===== src/rtl/instr_feeder.sv =====
// Byte-to-word instruction feeder: packs little-endian byte groups into 32-bit
// words and queues them in a small FIFO for the core's valid/ready port.
module instr_feeder #(
  parameter int DEPTH  = 8,
  parameter int ADDR_W = 3
) (
  input  logic              i_CLK,
  input  logic              i_RSTn,
  input  logic              i_flush,
  input  logic [7:0]        i_byte,
  input  logic              i_byte_valid,
  output logic              o_byte_ready,
  output logic [31:0]       o_instr,
  output logic              o_valid,
  input  logic              i_ready,
  output logic [ADDR_W:0]   o_count,
  output logic              o_full,
  output logic              o_empty
);

  localparam logic [ADDR_W:0] FullCount = (ADDR_W+1)'(DEPTH);

  logic [31:0]       mem_q [DEPTH];
  logic [ADDR_W-1:0] rdPtr_q, rdPtr_d;
  logic [ADDR_W-1:0] wrPtr_q, wrPtr_d;
  logic [ADDR_W:0]   count_q, count_d;
  logic [1:0]        byteCnt_q, byteCnt_d;
  logic [23:0]       lanes_q, lanes_d;
  logic              byteAcc, push, pop;

  assign o_count      = count_q;
  assign o_full       = (count_q == FullCount);
  assign o_empty      = (count_q == '0);
  assign o_valid      = !o_empty;
  assign o_instr      = mem_q[rdPtr_q];
  // Stall only the word-completing byte when full; a same-cycle pop never opens the slot early.
  assign o_byte_ready = !((byteCnt_q == 2'd3) && o_full);

  assign byteAcc = i_byte_valid && o_byte_ready;
  assign push    = byteAcc && (byteCnt_q == 2'd3);
  assign pop     = o_valid && i_ready;

  always_comb begin
    rdPtr_d   = rdPtr_q;
    wrPtr_d   = wrPtr_q;
    count_d   = count_q;
    byteCnt_d = byteCnt_q;
    lanes_d   = lanes_q;
    if (i_flush) begin
      rdPtr_d   = '0;
      wrPtr_d   = '0;
      count_d   = '0;
      byteCnt_d = '0;
      lanes_d   = '0;
    end else begin
      if (byteAcc) begin
        if (byteCnt_q == 2'd3) begin
          wrPtr_d   = wrPtr_q + ADDR_W'(1);
          byteCnt_d = 2'd0;
        end else begin
          lanes_d[byteCnt_q*8 +: 8] = i_byte;
          byteCnt_d = byteCnt_q + 2'd1;
        end
      end
      if (pop) begin
        rdPtr_d = rdPtr_q + ADDR_W'(1);
      end
      case ({push, pop})
        2'b10:   count_d = count_q + (ADDR_W+1)'(1);
        2'b01:   count_d = count_q - (ADDR_W+1)'(1);
        default: count_d = count_q;
      endcase
    end
  end

  always_ff @(posedge i_CLK or negedge i_RSTn) begin
    if (!i_RSTn) begin
      rdPtr_q   <= '0;
      wrPtr_q   <= '0;
      count_q   <= '0;
      byteCnt_q <= '0;
      lanes_q   <= '0;
    end else begin
      rdPtr_q   <= rdPtr_d;
      wrPtr_q   <= wrPtr_d;
      count_q   <= count_d;
      byteCnt_q <= byteCnt_d;
      lanes_q   <= lanes_d;
    end
  end

  // Storage carries no reset; stale entries are unreachable once count is cleared.
  always_ff @(posedge i_CLK) begin
    if (push && !i_flush) begin
      mem_q[wrPtr_q] <= {i_byte, lanes_q};
    end
  end

endmodule


===== config.mk =====
export PLATFORM = sky130hd
export DESIGN_NAME = instr_feeder
export DESIGN_NICKNAME = d
export VERILOG_FILES = /design/src/rtl/instr_feeder.sv
export SDC_FILE = /design/constraint.sdc
export NUM_CORES = 1
export LEC_CHECK = 0
export CORE_ASPECT_RATIO = 1.4
export CORE_MARGIN = 8
export CORE_UTILIZATION = 55
export CTS_BUF_LIST = sky130_fd_sc_hd__clkbuf_8
export CTS_CLUSTER_DIAMETER = 40
export DETAILED_ROUTE_END_ITERATION = 8
export HOLD_SLACK_MARGIN = 0.12
export PLACE_DENSITY_LB_ADDON = 0.25
export SETUP_SLACK_MARGIN = 0.15
export SYNTH_ARGS = -nofsm -noshare
export SYNTH_HDL_FRONTEND = slang
export SYNTH_SLANG_ARGS = --single-unit

===== constraint.sdc =====
create_clock -name i_CLK -period 10.2 [get_ports i_CLK]
set_input_delay 2.04 -clock i_CLK [delete_from_list [all_inputs] [get_ports i_CLK]]
set_output_delay 2.04 -clock i_CLK [all_outputs]
set_load 0.01 [all_outputs]

==> qor.yml <==
avgViaCountPerCell: 5.97
hold_end: "mem_q[3][23]"
io_buffers: 52
io_pins: 53
setup_viol_count_final: 0
fin_nets: 652
p_leak_nw: 4.34
clk_latency_ns: 0.53
crit_path_start_kind: "flop"
synth_top_flop_cell: "edfxtp_1"
yosysTopAreaCellShare_pct: 67.8
clk_pin_slew_worst_paths_ns: 0.06
postCtsSetupRepairBufs: 0
tightest_slew_ns: 1.02
slew_violations: 0
r2r_start: "o_count[0]"
worst-r2r-setup-slack_ns: 7.58
status: "finished clean"
hold_viol: 0
powerDensity_nw_per_um2: 206
clk_path_buf_depth: 3
wire_per_inst_um: 23.6
fmax_mhz: 182
crit_path_cell_trace: "buf_4 > mux4_2 > mux2_2 > clkdlybuf4s50_1"
yosysMostFrequentCell: "edfxtp_1"
grt_pass1_vias: 5948
grt_first_pass_wirelength_um: 33900
cts_tree: "built"
cts-root-buf: "clkbuf_8"
p_total_mw: 2.69
final_cells: 919
tns_ns: 0
overflow: 0
worstPathMaxFanout: 44
dieArea_um2: 25500
cts_max_level: 2
hold_class: "reg2reg"
synthTopCellsByArea: "edfxtp_1 68%, mux4_2 13%, dfrtp_1 7.9%"
syn_area_um2: 11300
syn_to_final_growth_pct: 14.9
grt_usage_pct: 17.9
drtAntennaViolNets: 0
rsz0062_at_grt: "no"
antenna_found_initial: 0
yosysWarnings: 0
end_kind: "primary output"
critPathMaxStageDelay_ns: 0.79
post_cts_resize_count: 0
period_minus_slack_ns: 5.49
min_path_cells: 0
die_h_um: 186
synth-seq-cells: 292
synthesis.nets: 565
grt_max_degree: 67
yosysTopAreaCell: "edfxtp_1"
arrival_ns: 3.45
cts_hold_buf: 0
synth-edff-count: 256
reg2reg_to: "o_count[3]"
relSlewSlack_pct: 31.9
final_util_pct: 63.9
core.rowCount: 62
reg2reg_depth: 9
hold_path.startpoint: "lanes_q[23]"
synthTopCellsByCount: "256 x edfxtp_1, 64 x mux4_2, 36 x dfrtp_1, 32 x mux2_2, 28 x nand2_1"
route.vias.total: 5485
cap_violations: 0
initial_core_util_pct: 55.6
synth-async-reset-ratio_pct: 12.3
cp.required_ns: 8.16
dp_cells: 843
syn_avg_cell_area_um2: 20.9
worstSetupPathType: "reg2out"
drt_iter0_markers: 369
min_period_over_period_pct: 53.8
ys_seq_area_share_pct: 75.7
syn_inst: 543
ys_types: 40
cts_made_buffers: 41
dp_hpwl_um: 12100
diodes: 0
drc: 0
dieWidth_um: 137
core_area_um2: 20400
wl_um: 21700
gp_congestion: 0.783
skew_ns: 0.0218
vdd_drop_max_mv: 0.160
drive_gt1_share_pct: 27.9
critPathSlowestCell: "buf_4"
clock-sinks: 292
dr.pass1.iters: 4
flip-flops by register name, summed over array words and instances (netlist names):
name,cells
lanes_q,24
o_count,4
byteCnt_q,2
rdPtr_q,3
wrPtr_q,3
mem_q,256
worst max-delay path, delay by kind of cell, from the launching register on:
family   cells  cell delay, ns
mux          2            0.90
flops        1            0.73
buf+inv      2            1.28
stage by stage:
step                      setup WS (ns)  hold WS [ns]  cell area, µm²
final                              4.71         0.604           13000
after detailed placement           5.16         0.599           12200
after global routing               4.46         0.645           13000
after CTS                          4.59         0.600           13000
after global placement             5.20         0.570           12200
after floorplan                    3.78         0.538           11300
worst max path at each step:
stage | startpoint | end | slack (ns) | depth (start not counted)
finish | rdPtr_q[0] | o_instr[31] | 4.71 | 4
global route | rdPtr_q[0] | o_instr[31] | 4.46 | 4
CTS | rdPtr_q[0] | o_instr[31] | 4.59 | 4
detailed placement | rdPtr_q[0] | o_instr[31] | 5.16 | 4
global placement | rdPtr_q[0] | o_instr[8] | 5.20 | 4
floorplan | i_flush | mem_q[0][0] | 3.78 | 4
cell type report:
class                           count  area, µm²
Fill cell                        1348       7370
Inverter                            5       18.8
Clock buffer                       46        633
Tap cell                          256        320
Sequential cell                   292       8590
Clock inverter                     30        153
Multi-Input combinational cell    224       2690
Timing Repair Buffer               66        621
metal layers:
| metal | global-route usage [%] | vias to the layer above | share of wire (%) |
|---|---|---|---|
| met1 | 22.6 | 2851 | 40 |
| met3 | 2.94 | 39 | 5.2 |
| met2 | 30.1 | 189 | 52 |
| li1 | - | 2406 | - |
| met4 | 7.19 | 0 | 2.6 |
| met5 | 0 | - | 0 |
where the power goes:
group | switching (mW) | internal (mW)
sequential | 0.0440 | 1.31
combinational | 0.201 | 0.288
clock | 0.408 | 0.441
layout by cell type (no fill, tap or decap), drive strengths merged, types with 2 or more instances in the layout:
| master | netlist | routed |
|---|---|---|
| mux2 | 33 | 33 |
| a21oi | 8 | 8 |
| xnor2 | 3 | 3 |
| a22o | 16 | 16 |
| nand3b | 2 | 2 |
| dfrtp | 36 | 36 |
| nor3b | 2 | 2 |
| o21ai | 12 | 12 |
| clkinv | 0 | 16 |
| nor4b | 2 | 2 |
| clkbuf | 14 | 46 |
| edfxtp | 256 | 256 |
| inv | 5 | 17 |
| nand2 | 28 | 28 |
| nor4 | 2 | 2 |
| xor2 | 3 | 3 |
| ha | 8 | 8 |
| buf | 8 | 15 |
| nor2 | 13 | 13 |
| clkdlybuf4s50 | 0 | 51 |
| nand3 | 6 | 6 |
| mux4 | 64 | 64 |
| nor3 | 8 | 8 |
kinds of logic after synthesis:
family | count (synthesis) | synth area share [%]
fa+ha+maj | 9 | 1.06
mux | 98 | 16.1
flops | 292 | 75.7
buf+inv | 27 | 0.982
simple gates | 70 | 3.03
xor+xnor | 6 | 0.463
compound gates | 41 | 2.66
Note: power is estimated with default switching activity, not from simulation.
